<file path="config.mk">
export PLATFORM = sky130hd
export DESIGN_NAME = rf_write_arbiter_flat
export DESIGN_NICKNAME = d
export VERILOG_FILES = /design/src/rtl/rf_write_arbiter_if.sv /design/src/rtl/rf_write_arbiter.sv /design/src/flat_wrapper.sv
export SDC_FILE = /design/constraint.sdc
export NUM_CORES = 1
export LEC_CHECK = 0
export CORE_ASPECT_RATIO = 1.1
export CORE_MARGIN = 10
export CORE_UTILIZATION = 48
export CTS_CLUSTER_SIZE = 16
export DETAILED_ROUTE_END_ITERATION = 12
export PLACE_DENSITY = 0.8
export SLEW_MARGIN = 5
export SYNTH_ARGS = -nofsm -noshare
export SYNTH_HDL_FRONTEND = slang
export SYNTH_SLANG_ARGS = --single-unit
</file>
<file path="constraint.sdc">
create_clock -name clk -period 1.9 [get_ports clk]
set_input_delay 0.38 -clock clk [delete_from_list [all_inputs] [get_ports clk]]
set_output_delay 0.38 -clock clk [all_outputs]
set_load 0.005 [all_outputs]
</file>
<file path="src/rtl/rf_write_arbiter_if.sv">
// Writeback bus between the two result sources and the register-file write port.
// Carries both source handshakes, the write-port outputs and the busy vector.
interface rf_write_arbiter_if #(
  parameter int AW = 4,
  parameter int DW = 16
);
  logic                 a_valid;
  logic                 a_ready;
  logic [AW-1:0]        a_reg;
  logic [DW-1:0]        a_data;
  logic                 b_valid;
  logic                 b_ready;
  logic [AW-1:0]        b_reg;
  logic [DW-1:0]        b_data;
  logic [AW-1:0]        DstReg;
  logic                 WriteReg;
  logic [DW-1:0]        DstData;
  logic [(1<<AW)-1:0]   busy;

  // Producer side: the sources and whoever watches the register-file port.
  modport master (
    output a_valid, a_reg, a_data, b_valid, b_reg, b_data,
    input  a_ready, b_ready, DstReg, WriteReg, DstData, busy
  );

  // Arbiter side.
  modport slave (
    input  a_valid, a_reg, a_data, b_valid, b_reg, b_data,
    output a_ready, b_ready, DstReg, WriteReg, DstData, busy
  );
endinterface

</file>
<file path="src/rtl/rf_write_arbiter.sv">
// Register-file write-port arbiter: two per-source FIFOs (A = ALU, B = load
// return) drained round-robin into a registered write stage, plus a busy
// vector marking every register that still has a write queued or staged.
module rf_write_arbiter #(
  parameter int DEPTH = 2,
  parameter int AW    = 4,
  parameter int DW    = 16
) (
  input  logic              clk,
  input  logic              rst,
  rf_write_arbiter_if.slave wb
);
  localparam int PW = (DEPTH > 1) ? $clog2(DEPTH) : 1;
  localparam int CW = PW + 1;
  localparam int NR = 1 << AW;
  localparam logic [CW-1:0] FULL = CW'(DEPTH);
  localparam int SA = 0;
  localparam int SB = 1;

  // Source-indexed views of the two input ports
  logic [1:0]    in_valid;
  logic [AW-1:0] in_reg  [2];
  logic [DW-1:0] in_data [2];

  assign in_valid    = {wb.b_valid, wb.a_valid};
  assign in_reg[SA]  = wb.a_reg;
  assign in_reg[SB]  = wb.b_reg;
  assign in_data[SA] = wb.a_data;
  assign in_data[SB] = wb.b_data;

  // FIFO control and storage
  logic [PW-1:0] wr_ptr_q [2];
  logic [PW-1:0] wr_ptr_d [2];
  logic [PW-1:0] rd_ptr_q [2];
  logic [PW-1:0] rd_ptr_d [2];
  logic [CW-1:0] cnt_q    [2];
  logic [CW-1:0] cnt_d    [2];
  logic [AW-1:0] reg_mem_q  [2][DEPTH];
  logic [AW-1:0] reg_mem_d  [2][DEPTH];
  logic [DW-1:0] data_mem_q [2][DEPTH];
  logic [DW-1:0] data_mem_d [2][DEPTH];

  // Arbiter pointer: 1 means B was granted last, so A wins the next conflict
  logic last_b_q;
  logic last_b_d;

  // Write stage
  logic          wr_en_q;
  logic          wr_en_d;
  logic [AW-1:0] dst_reg_q;
  logic [AW-1:0] dst_reg_d;
  logic [DW-1:0] dst_data_q;
  logic [DW-1:0] dst_data_d;

  logic [1:0]    rdy;
  logic [1:0]    push;
  logic [1:0]    pop;
  logic [1:0]    not_empty;
  logic [1:0]    grant;
  logic [NR-1:0] busy_c;

  // Ready and push qualification from registered occupancy only; held low in reset
  always_comb begin
    rdy       = '0;
    push      = '0;
    not_empty = '0;
    for (int s = 0; s < 2; s++) begin
      not_empty[s] = (cnt_q[s] != '0);
      rdy[s]       = rst && (cnt_q[s] < FULL);
      push[s]      = in_valid[s] && rdy[s];
    end
  end

  // Round-robin grant over the FIFO heads; pointer moves only on a grant
  always_comb begin
    grant     = '0;
    grant[SA] = not_empty[SA] && (!not_empty[SB] || last_b_q);
    grant[SB] = not_empty[SB] && (!not_empty[SA] || !last_b_q);
    pop       = grant;
    last_b_d  = last_b_q;
    if (grant[SA]) begin
      last_b_d = 1'b0;
    end else if (grant[SB]) begin
      last_b_d = 1'b1;
    end
  end

  // FIFO pointer/count/storage next state; push and pop may coincide
  always_comb begin
    reg_mem_d  = reg_mem_q;
    data_mem_d = data_mem_q;
    for (int s = 0; s < 2; s++) begin
      wr_ptr_d[s] = wr_ptr_q[s] + PW'(push[s]);
      rd_ptr_d[s] = rd_ptr_q[s] + PW'(pop[s]);
      cnt_d[s]    = cnt_q[s] + CW'(push[s]) - CW'(pop[s]);
      if (push[s]) begin
        reg_mem_d[s][wr_ptr_q[s]]  = in_reg[s];
        data_mem_d[s][wr_ptr_q[s]] = in_data[s];
      end
    end
  end

  // Write stage: load the granted head, otherwise drop the enable and hold
  always_comb begin
    wr_en_d    = |grant;
    dst_reg_d  = dst_reg_q;
    dst_data_d = dst_data_q;
    if (grant[SA]) begin
      dst_reg_d  = reg_mem_q[SA][rd_ptr_q[SA]];
      dst_data_d = data_mem_q[SA][rd_ptr_q[SA]];
    end else if (grant[SB]) begin
      dst_reg_d  = reg_mem_q[SB][rd_ptr_q[SB]];
      dst_data_d = data_mem_q[SB][rd_ptr_q[SB]];
    end
  end

  // Busy: every occupied FIFO slot plus the staged write marks its register
  always_comb begin
    logic [PW-1:0] offs;
    busy_c = '0;
    offs   = '0;
    for (int s = 0; s < 2; s++) begin
      for (int i = 0; i < DEPTH; i++) begin
        offs = PW'(i) - rd_ptr_q[s];
        if (CW'(offs) < cnt_q[s]) begin
          busy_c[reg_mem_q[s][i]] = 1'b1;
        end
      end
    end
    if (wr_en_q) begin
      busy_c[dst_reg_q] = 1'b1;
    end
  end

  // Control and write-stage registers; reset discards queued and staged writes
  always_ff @(posedge clk or negedge rst) begin
    if (!rst) begin
      for (int s = 0; s < 2; s++) begin
        wr_ptr_q[s] <= '0;
        rd_ptr_q[s] <= '0;
        cnt_q[s]    <= '0;
      end
      last_b_q   <= 1'b1;
      wr_en_q    <= 1'b0;
      dst_reg_q  <= '0;
      dst_data_q <= '0;
    end else begin
      for (int s = 0; s < 2; s++) begin
        wr_ptr_q[s] <= wr_ptr_d[s];
        rd_ptr_q[s] <= rd_ptr_d[s];
        cnt_q[s]    <= cnt_d[s];
      end
      last_b_q   <= last_b_d;
      wr_en_q    <= wr_en_d;
      dst_reg_q  <= dst_reg_d;
      dst_data_q <= dst_data_d;
    end
  end

  // FIFO payload storage; validity is tracked by the counts, so no reset
  always_ff @(posedge clk) begin
    reg_mem_q  <= reg_mem_d;
    data_mem_q <= data_mem_d;
  end

  assign wb.a_ready  = rdy[SA];
  assign wb.b_ready  = rdy[SB];
  assign wb.WriteReg = wr_en_q;
  assign wb.DstReg   = dst_reg_q;
  assign wb.DstData  = dst_data_q;
  assign wb.busy     = busy_c;

endmodule

</file>
<file path="src/flat_wrapper.sv">
// flat-port wrapper written by rule: the top's interface ports become plain ports
module rf_write_arbiter_flat 
#(
  parameter int DEPTH = 2,
  parameter int AW    = 4,
  parameter int DW    = 16
)
  (clk, rst, wb_a_valid, wb_a_reg, wb_a_data, wb_b_valid, wb_b_reg, wb_b_data, wb_a_ready, wb_b_ready, wb_DstReg, wb_WriteReg, wb_DstData, wb_busy);
  rf_write_arbiter_if #(.AW(AW), .DW(DW)) wb_i ();
  input  logic clk;
  input  logic rst;
  input wire logic [$bits(wb_i.a_valid)-1:0] wb_a_valid;
  input wire logic [$bits(wb_i.a_reg)-1:0] wb_a_reg;
  input wire logic [$bits(wb_i.a_data)-1:0] wb_a_data;
  input wire logic [$bits(wb_i.b_valid)-1:0] wb_b_valid;
  input wire logic [$bits(wb_i.b_reg)-1:0] wb_b_reg;
  input wire logic [$bits(wb_i.b_data)-1:0] wb_b_data;
  output wire logic [$bits(wb_i.a_ready)-1:0] wb_a_ready;
  output wire logic [$bits(wb_i.b_ready)-1:0] wb_b_ready;
  output wire logic [$bits(wb_i.DstReg)-1:0] wb_DstReg;
  output wire logic [$bits(wb_i.WriteReg)-1:0] wb_WriteReg;
  output wire logic [$bits(wb_i.DstData)-1:0] wb_DstData;
  output wire logic [$bits(wb_i.busy)-1:0] wb_busy;
  assign wb_i.a_valid = wb_a_valid;
  assign wb_i.a_reg = wb_a_reg;
  assign wb_i.a_data = wb_a_data;
  assign wb_i.b_valid = wb_b_valid;
  assign wb_i.b_reg = wb_b_reg;
  assign wb_i.b_data = wb_b_data;
  assign wb_a_ready = wb_i.a_ready;
  assign wb_b_ready = wb_i.b_ready;
  assign wb_DstReg = wb_i.DstReg;
  assign wb_WriteReg = wb_i.WriteReg;
  assign wb_DstData = wb_i.DstData;
  assign wb_busy = wb_i.busy;
  rf_write_arbiter #(.DEPTH(DEPTH), .AW(AW), .DW(DW)) u_core (.clk(clk), .rst(rst), .wb(wb_i));
endmodule
</file>
==> results of run 1 <==
[cells in the final DEF, fill, tap and decap left out, drive strengths merged, types with 2 or more instances in the layout]
cell	count
a21oi	3
and2	2
buf	120
clkbuf	10
clkdlybuf4s50	63
clkinv	4
dfrtp	29
edfxtp	80
ha	8
inv	15
mux2	19
mux2i	19
nand2	13
nand2b	10
nand3	26
nand3b	5
nand4	4
nor2	19
nor2b	7
nor3	14
nor4	6
o21ai	7
o221a	20
o22ai	11
o32a	2
o32ai	2
or3	10
or3b	2
or4	8
xnor2	5
[power by group through the flow]
| stage | combinational [uW] | clock [uW] | sequential [uW] |
|---|---|---|---|
| 3_3_place_gp | 4400 | 0 | 3530 |
| 5_1_grt | 5670 | 1910 | 3600 |
| 4_1_cts | 4970 | 1790 | 3520 |
| 6_report | 5250 | 1770 | 3560 |
| 3_5_place_dp | 4520 | 0 | 3540 |
| 2_1_floorplan | 2430 | 0 | 3420 |
[cells by family (layout without fill, tap and decap cells)]
family                   after synthesis  after routing  synth area share (%)
adder cells (fa/ha/maj)                8              8                  1.99
AND/OR/NAND/NOR                      129            129                  14.1
XOR/XNOR                               6              6                  1.05
AO/OA/AOI/OAI                         54             54                  9.08
buffers and inverters                 37            214                  3.04
multiplexers                          38             38                  8.04
flip-flops                           110            110                  62.7
[metal layers]
layer  share of wire (%)  track usage [%]
met1                  38             21.9
met2                  53             36.9
met3                 4.5             4.27
met4                 4.7             10.6
met5                   0                0
[cell type report]
cell class,instances,area [um2],area share [%]
sequential,110,3160,43.5
multi-input combinational,235,1970,27.2
timing repair buffer,185,1610,22.2
clock buffer,10,229,3.15
tap,143,179,2.46
clock inverter,6,57.6,0.793
inverter,13,51.3,0.706
[what timing repair did]
action	CTS	global route
setup endpoints to repair	20	51
gates resized for setup	111	32
setup buffers	17	6
pin swaps	25	24
hold buffers	0	0
[through the flow]
step	hold slack, ns	setup slack (ns)	area [um2]	setup TNS [ns]	std cells
6_report	0.0555	-0.438	7260	-5.50	702
4_1_cts	0.0503	-0.424	7090	-5.34	699
3_3_place_gp	0.405	-0.426	6600	-5.89	668
3_5_place_dp	0.407	-0.437	6600	-5.96	668
5_1_grt	0.0417	-0.509	7260	-6.91	702
2_1_floorplan	0.0844	0.0291	5030	0	382
[flip-flops by register name (all words and copies together) (netlist names), 2 cells and up]
name / flops
u_core.data_mem_q: 64
u_core.reg_mem_q: 16
u_core.wb.DstData: 16
u_core.cnt_q: 4
u_core.wb.DstReg: 4
u_core.rd_ptr_q: 2
u_core.wr_ptr_q: 2
[worst max-delay path, stage by stage (launching register included)]
cell and delay (ns):
dfrtp_1 0.42, nor2b_4 0.16, or2_1 0.23, and3_1 0.16
or4_4 0.51, buf_6 0.13
[path summary, 6_finish.rpt]
check	to	cells past startpoint
max in group asynchronous	u_core.last_b_q$_DFFE_PN1P_	2
setup reg to reg	u_core.data_mem_q[57]$_DFFE_PP_	6
hold reg to reg	u_core.last_b_q$_DFFE_PN1P_	2
setup / recovery	wb_busy[1]	5
hold / removal	u_core.wb.DstData[9]$_DFFE_PN0P_	2
min in group clk	u_core.last_b_q$_DFFE_PN1P_	2
==> summary.txt, run 1 <==
Synth
  • Post-synthesis sequential area ratio: between 60 and 70%
  • Syn Std Cell Area: approximately 0.0050 mm2
  • Top cells by area, synth: edfxtp_1 48%, dfrtp_1 14%, o221a_2 4.5%
  • Most common cell in the netlist: edfxtp_1
  • #FFs+latches synth: 110
  • Net count after synthesis: around 430
  • Synth warn: 0
  • Asr flop ratio synth: ~27%
  • Synth area leader: edfxtp_1
  • Cells after Synth: 382
  • Most frequent cells after synthesis: 80 x edfxtp_1, 29 x dfrtp_1, 26 x nand3_1, 20 x o221a_2
  • Syn Area/Cell: about 13 um2
  • Synth Flop Type: edfxtp_1
  • Top-area cell type share of the netlist area: between 40 and 50%
  • Number of synthesized flops with an enable pin: 80
  • Netlist cell types: 47

Drt
  • Final wirelength: roughly 15,000 um
  • DRC violations left: 0
  • Number of iterations in the first detailed-routing pass: 5
  • Iteration-0 DRC Markers: ~230
  • Via Count: between 3,000 and 4,000
  • DR vias/cell: between 5 and 6
  • DRT antenna net count: 0
  • Avg WL per Cell: ~22 um

Clock network
  • TritonCTS clock tree: done
  • Root buffer cell: clkbuf_16
  • Clock sinks: 110
  • Max Buffers Root-to-Sink: 2
  • Htree depth: 3
  • Clock Latency Late Sink: ~0.34 ns
  • Clock slew at reported path FFs: roughly 0.080 ns
  • Cts bufs inserted: 9

Global routing
  • First-pass GRT wire length: 23,700 um
  • Vias in the first global route: about 4,300
  • Largest net degree at the start of global routing: 29
  • Tot GR Track Use: 20.3%
  • Antenna violations before repair: 0
  • Total gr overflow: 0

Worst setup path
  • Flop-to-flop setup slack: ~0.060 ns
  • Endpoint class of the critical path: primary output
  • CP arrival: between 1.5 and 2 ns
  • Worst EP required: 1.52 ns
  • Reg2reg start: u_core.cnt_q[3]$_DFF_PN0_
  • Crit Path Max Fanout: 4
  • Worst Setup SP: u_core.cnt_q[0]$_DFF_PN0_
  • Setup crit start kind: register
  • Critical path class: reg2out

STA
  • Final Max Tran Viols: 0
  • Clk_skew: between 0.007 and 0.008 ns
  • Slew margin rel.: 69.7%
  • Fin. Hold Viols: 0
  • Fmax: 428 MHz
  • Worst Tran Pin Value: around 0.45 ns
  • RSZ-0062 raised after global routing: true
  • Slack of the critical path: -0.438 ns
  • Period utilization: 123%
  • Final setup violation count: 16
  • Min Tclk post-route: 2.34 ns

Floorplanning
  • Initial Util: between 40% and 50%
  • Die X: ~120 um
  • Die area: approximately 0.015 mm2
  • # rows: 39
  • Core ar.: about 0.010 mm2
  • Ports: 83
  • Die height: roughly 130 um

Finish
  • Layout net count: 606
  • Final core utilization: around 71%
  • Proportion of layout cells with a drive suffix above 1: 39.0%
  • # fillers: 715
  • P&R area growth vs syn: 44.4%
  • Antenna diode count: 0

Power
  • Leak: roughly 0.0028 uW
  • Max VDD drop: about 850 uV
  • Combinational fraction of design power: 49.6%
  • Cell internal pwr: ~6900 uW
  • Power Dens Cells: 1460 mW/mm2
  • Clock Power Share: between 15 and 20%
  • Switching part of the total: 34.8%
  • Overall Power: approximately 11,000 uW
  • Seq pwr share: between 30% and 40%
  • Net Sw Power: approximately 3700 uW

Run status
  • Failing checks: setup timing
  • Status: finished with violations

Job
  • Max_cap viols: 0

Placed design
  • Detail Placement HPWL: between 10,000 and 15,000 um
  • IO Port Bufs: 82
  • Gpl congestion: between 0.9 and 1

Hold path
  • Hold crit path type: in2async
No activity file was read; power rests on OpenSTA's default activity.
==> run 2, diff against run 1 <==
SETUP_SLACK_MARGIN = 0.1   (was not set)
clock period = 2.1 ns   (was 1.9 ns; I/O delays follow)
==> run 2 against run 1 <==
Design area rose by 0.52%. Highest routed layer unchanged. Clock-buffer cell count did not move. Sequential power fell by 11%. Clock skew increased by 0.0030 ns. Cell count unchanged. The flow still finishes with violations (setup timing). Critical endpoint is now wb_busy[10]. Register-to-register slack better by 0.10 ns. Non-clock buffer count is the same. Global-route usage is 0.74 points lower. Total power decreased by 9.4%. Largest cell class unchanged. Hold slack gained 0.12 ns. Via count down 1.9%.
==> summary.txt, run 2 (synthesis gave the netlist of run 1 again) <==
Run status
  • Status: finished with violations
  • Failing checks: setup timing

Worst setup path
  • Crit Path Max Fanout: 3 (-1)
  • CP arrival: 1.94 ns (-0.02 ns)
  • Worst path cell trace: a21o_1, nand3b_1, buf_4, nor2_2, or4_1, buf_2
  • Worst stage delay on the critical path: 0.52 ns (about the same)
  • Worst EP required: 1.68 ns (+0.16 ns)
  • Critical path class: reg2out
  • R2R depth: 6 (unchanged)
  • Setup crit start kind: register
  • Slowest CP cell: or4_1
  • Endpoint class of the critical path: primary output

Global routing
  • Largest net degree at the start of global routing: 42 (+45%)
  • Vias in the first global route: 4,307 (-0.67%)
  • Tot GR Track Use: 19.6% (-0.74 points)
  • Antenna violations before repair: 0 (unchanged)
  • First-pass GRT wire length: 23,200 um (-2.4%)
  • Total gr overflow: 0 (unchanged)

STA
  • Hold_ws: 0.176 ns (+0.120 ns)
  • Period utilization: 112%
  • Fmax: between 400 and 500 MHz
  • Worst Tran Pin Value: 0.467 ns (+0.0163 ns)
  • Final setup violation count: 16 (unchanged)
  • Final Max Tran Viols: 0 (unchanged)
  • Setup TNS: -2.93 ns (+2.57 ns)
  • Slew margin rel.: 68.6% (-1.1 points)
  • Min Tclk post-route: 2.36 ns
  • Fin. Hold Viols: 0 (unchanged)
  • Clk_skew: 0.0102 ns (+0.00296 ns)
  • RSZ-0062 raised after global routing: true
  • Slack of the critical path: -0.260 ns (+0.178 ns)

Floorplanning
  • Die X: 118 um (unchanged)
  • Ports: 83 (unchanged)
  • # rows: 39 (unchanged)
  • Die area: 0.0150 mm2 (unchanged)
  • Die height: 127 um (unchanged)
  • Initial Util: 48.8% (unchanged)
  • Core ar.: 0.0103 mm2 (unchanged)

Power
  • Leak: 0.00285 uW (+0.97%)
  • Max VDD drop: 832 uV (-2.6%)
  • Overall Power: 9570 uW (-9.4%)
  • Power Dens Cells: 1310 mW/mm2 (-9.9%)

Finish
  • Commonest non-fill, non-tap cell in the layout: buf_4
  • Antenna diode count: 0 (unchanged)
  • Proportion of layout cells with a drive suffix above 1: 39.2% (+0.18 points)
  • Commonest non-fill, non-tap cells in the layout: 86 x buf_4, 80 x edfxtp_1, 63 x clkdlybuf4s50_1
  • Largest register FFs: 64 (unchanged)
  • Final cell area excluding filler cells: 0.00730 mm2 (+0.52%)
  • P&R area growth vs syn: 45.2%
  • Register with the most flip-flops: u_core.data_mem_q
  • Layout net count: 606 (unchanged)

Placed design
  • Post-place setup slack: -0.291 ns (+0.146 ns)
  • Gpl congestion: 0.953 (+5.6%)
  • Detail Placement HPWL: 10,600 um (-4.4%)
  • IO Port Bufs: 82 (unchanged)
  • Cell Area, Placed: 0.00661 mm2 (+0.15%)

Clock network
  • Clock sinks: 110 (unchanged)
  • Clock Latency Late Sink: 0.34 ns (about the same)
  • Max Buffers Root-to-Sink: 2 (unchanged)
  • Root buffer cell: clkbuf_16
  • Post-CTS Hold Buffers: 0 (unchanged)
  • TritonCTS clock tree: done
  • Cts bufs inserted: 9 (unchanged)
  • Clock slew at reported path FFs: 0.08 ns (about the same)
  • Htree depth: 3 (unchanged)

Drt
  • Avg WL per Cell: 21.1 um (-2.7%)
  • Number of iterations in the first detailed-routing pass: 5 (unchanged)
  • Via Count: 3,892 (-1.9%)
  • Iteration-0 DRC Markers: 269 (+19%)
  • DR vias/cell: 5.54 (-1.9%)
  • Final wirelength: 14,800 um (-2.7%)
  • DRT antenna net count: 0 (unchanged)
  • DRC violations left: 0 (unchanged)

Hold path
  • Hold crit path type: in2async

Job
  • Max_cap viols: 0 (unchanged)
## run 2: worst max-delay path, delay by kind of cell (launching register included)
family          cells  cell delay [ns]
compound gates      1             0.23
buf+inv             2             0.27
flops               1             0.42
simple gates        3             0.68
## run 2: path summary, 6_finish.rpt
kind                       slack (ns)                         start                         endpoint
max                             -0.26  u_core.rd_ptr_q[0]$_DFF_PN0_                      wb_busy[10]
min                              0.18                           rst        u_core.cnt_q[2]$_DFF_PN0_
max reg2reg                      0.16     u_core.cnt_q[3]$_DFF_PN0_  u_core.data_mem_q[35]$_DFFE_PP_
min reg2reg                      0.55   u_core.last_b_q$_DFFE_PN1P_      u_core.last_b_q$_DFFE_PN1P_
max in group asynchronous        1.59                           rst      u_core.last_b_q$_DFFE_PN1P_
min in group clk                 0.55   u_core.last_b_q$_DFFE_PN1P_      u_core.last_b_q$_DFFE_PN1P_
## run 2: timing repair
action	CTS	global route
setup buffers	19	4
endpoints found under the setup margin	18	19
cloned	0	0
endpoints found under the hold margin	0	0
pin swaps	26	25
resized for setup	107	29
## run 2: area by class of cell
class,instances,area (um2)
Fill cell,694,3000
Multi-Input combinational cell,235,2000
Sequential cell,110,3160
Clock buffer,10,229
Timing Repair Buffer,185,1620
Tap cell,143,179
Inverter,13,48.8
Clock inverter,6,68.8
## run 2: per-stage QoR
step                      cells  util (%)
after detailed placement    666      64.2
final                       702      70.9
after floorplan             382         -
after global placement      666      64.2
after global routing        702      70.9
after CTS                   698      69.2
## run 2: routing by layer
metal  global-route usage (%)  vias to the layer above  wire length, um
met4                     9.68                        0              598
met5                        0                        -                0
met1                     22.2                     1900             5870
met2                     33.6                      137             7580
li1                         -                     1822                -
met3                     5.20                       33              731
## run 2: power by group
group          internal (uW)  switching (uW)
combinational           2540            2190
clock                    935             736
sequential              2840             329
==> run 3, diff against run 2 <==
MAX_ROUTING_LAYER = met4   (was not set)
==> run 3 against run 2 <==
The run still ends with setup timing left. Sequential power is essentially flat. Register-to-register slack gained 0.04 ns. Critical path depth is the same. Hold slack is essentially flat. First-iteration DRC count shrank 28%. Clock power shrank 5%. Total power shrank 4.1%. Clock-buffer cell count grew 1. Die area is the same. Setup slack lost 0.014 ns. Non-clock buffer count shrank 10. Sequential cell count is the same.
==> summary.txt, run 3 (synthesis gave the netlist of run 1 again) <==
Drt
  • DRC violations left: 0 (unchanged)
  • WL met1: 5850 um (-0.31%)
  • Top sig layer: met4
  • Avg WL per Cell: 20.2 um (-3.9%)
  • Via Count: 3,818 (-1.9%)
  • Iteration-0 DRC Markers: 194 (-28%)
  • Number of iterations in the first detailed-routing pass: 4 (-1)
  • DR vias/cell: 5.52 (-0.48%)
  • Final wirelength: 14,000 um (-5.3%)
  • DRT antenna net count: 0 (unchanged)
  • Met3 WL: 467 um (-36%)
  • Met2 WL: 7400 um (-2.4%)

Global routing
  • Total gr overflow: 0 (unchanged)
  • Antenna violations before repair: 0 (unchanged)
  • First-pass GRT wire length: 22,100 um (-4.6%)
  • Vias in the first global route: 4,101 (-4.8%)
  • Largest net degree at the start of global routing: 42 (unchanged)
  • Tot GR Track Use: 19.4% (-0.15 points)

Worst setup path
  • Worst EP required: 1.68 ns (about the same)
  • R2R depth: 10 (+4)
  • Reg2reg end: u_core.cnt_q[1]$_DFF_PN0_
  • Worst path cell trace: a21o_1, nand3b_1, buf_4, nor3_2, or4_1, buf_2
  • CP arrival: 1.95 ns (about the same)
  • Worst Setup SP: u_core.rd_ptr_q[0]$_DFF_PN0_
  • Slowest CP cell: or4_1
  • Critical path class: reg2out
  • Flop-to-flop setup slack: 0.20 ns (+0.04 ns)
  • Setup crit start kind: register
  • Crit Path Max Fanout: 3 (unchanged)
  • Worst stage delay on the critical path: 0.45 ns (-0.07 ns)
  • Endpoint class of the critical path: primary output
  • Reg2reg start: u_core.cnt_q[3]$_DFF_PN0_

STA
  • Period utilization: 113% (+0.66 points)
  • Final setup violation count: 16 (unchanged)
  • Min Tclk post-route: 2.37 ns (+0.0138 ns)
  • Clk_skew: 0.0112 ns (+0.000978 ns)
  • Slack of the critical path: -0.273 ns (-0.0138 ns)
  • Worst Tran Pin Value: 0.568 ns (+0.101 ns)
  • Hold_ws: 0.176 ns (+0.0000680 ns)
  • Fin. Hold Viols: 0 (unchanged)
  • Final Max Tran Viols: 0 (unchanged)
  • Slew margin rel.: 61.8% (-6.8 points)
  • Fmax: 421 MHz (-0.58%)
  • RSZ-0062 raised after global routing: true
  • Setup TNS: -2.79 ns (+0.147 ns)

Finish
  • P&R area growth vs syn: 42.1%
  • Final cell area excluding filler cells: 0.00714 mm2 (-2.2%)
  • Commonest non-fill, non-tap cell in the layout: edfxtp_1
  • Layout net count: 596 (-1.7%)
  • Proportion of layout cells with a drive suffix above 1: 38.1% (-1.1 points)
  • Largest register FFs: 64 (unchanged)
  • Commonest non-fill, non-tap cells in the layout: 80 x edfxtp_1, 78 x buf_4, 63 x clkdlybuf4s50_1
  • Antenna diode count: 0 (unchanged)
  • # fillers: 754 (+8.6%)
  • Register with the most flip-flops: u_core.data_mem_q

Floorplanning
  • Ports: 83 (unchanged)
  • Die X: 118 um (unchanged)
  • # rows: 39 (unchanged)
  • Die area: 0.0150 mm2 (unchanged)
  • Initial Util: 48.8% (unchanged)
  • Die height: 127 um (unchanged)
  • Core ar.: 0.0103 mm2 (unchanged)

Job
  • Max_cap viols: 0 (unchanged)

Power
  • Power Dens Cells: 1290 mW/mm2 (-2.0%)
  • Max VDD drop: 947 uV (+14%)
  • Leak: 0.00278 uW (-2.3%)

Clock network
  • Root buffer cell: clkbuf_16
  • Htree depth: 3 (unchanged)
  • Max Buffers Root-to-Sink: 2 (unchanged)
  • TritonCTS clock tree: done
  • Clock slew at reported path FFs: 0.07 ns (about the same)
  • Clock sinks: 110 (unchanged)
  • Clock Latency Late Sink: 0.34 ns (about the same)
  • Cts bufs inserted: 9 (unchanged)
  • Post-CTS Hold Buffers: 0 (unchanged)

Run status
  • Failing checks: setup timing
  • Status: finished with violations

Placed design
  • IO Port Bufs: 82 (unchanged)
  • Post-place setup slack: -0.282 ns (+0.00904 ns)
  • Gpl congestion: 0.928 (-2.6%)
  • Detail Placement HPWL: 10,300 um (-3.2%)
  • Cell Area, Placed: 0.00653 mm2 (-1.1%)

Hold path
  • Hold crit path type: in2async
==> run 3: final cells by class <==
| class | instances | area [um2] | area share (%) |
|---|---|---|---|
| flip-flops and latches | 110 | 3160 | 44.2 |
| multi-input cells | 235 | 1940 | 27.2 |
| repair buffers | 175 | 1530 | 21.4 |
| clock buffers | 11 | 243 | 3.40 |
| well taps | 143 | 179 | 2.51 |
| inverters | 13 | 48.8 | 0.683 |
| clock inverters | 5 | 41.3 | 0.578 |
==> run 3: through the flow <==
stage	utilization (%)	instances	total power, uW
2_1_floorplan	-	382	5290
3_3_place_gp	63.4	656	7140
3_5_place_dp	63.4	656	7250
4_1_cts	68.1	689	9070
5_1_grt	69.4	692	9740
6_report	69.4	692	9180
==> run 3: repair_timing <==
action	in CTS	in global routing
gates resized for setup	102	25
pin swaps	30	14
endpoints found under the setup margin	19	18
cloned	0	0
buffers inserted	20	3
==> run 3: worst max path at each step <==
| stage | end | slack [ns] |
|---|---|---|
| 6_report | wb_busy[4] | -0.27 |
| 5_1_grt | wb_busy[2] | -0.34 |
| 4_1_cts | wb_busy[4] | -0.25 |
| 3_5_place_dp | wb_busy[3] | -0.28 |
| 3_3_place_gp | wb_busy[2] | -0.28 |
| 2_1_floorplan | u_core.cnt_q[3]$_DFF_PN0_ | 0.18 |
==> run 3: layer usage <==
| layer | GRT usage (%) | vias up |
|---|---|---|
| li1 | - | 1797 |
| met1 | 22.0 | 1892 |
| met2 | 34.0 | 108 |
| met3 | 3.17 | 21 |
| met4 | 7.35 | 0 |
| met5 | - | - |
==> run 3: power breakdown <==
| group | internal, uW | switching [uW] |
|---|---|---|
| registers | 2840 | 337 |
| clock network | 850 | 736 |
| logic | 2370 | 2040 |
| total | 6060 | 3110 |
==> run 3: worst max-delay path, delay by kind of cell, from the launching register on <==
family	cells	cell delay, ns
compound gates	1	0.22
buf+inv	2	0.29
flops	1	0.43
simple gates	3	0.68
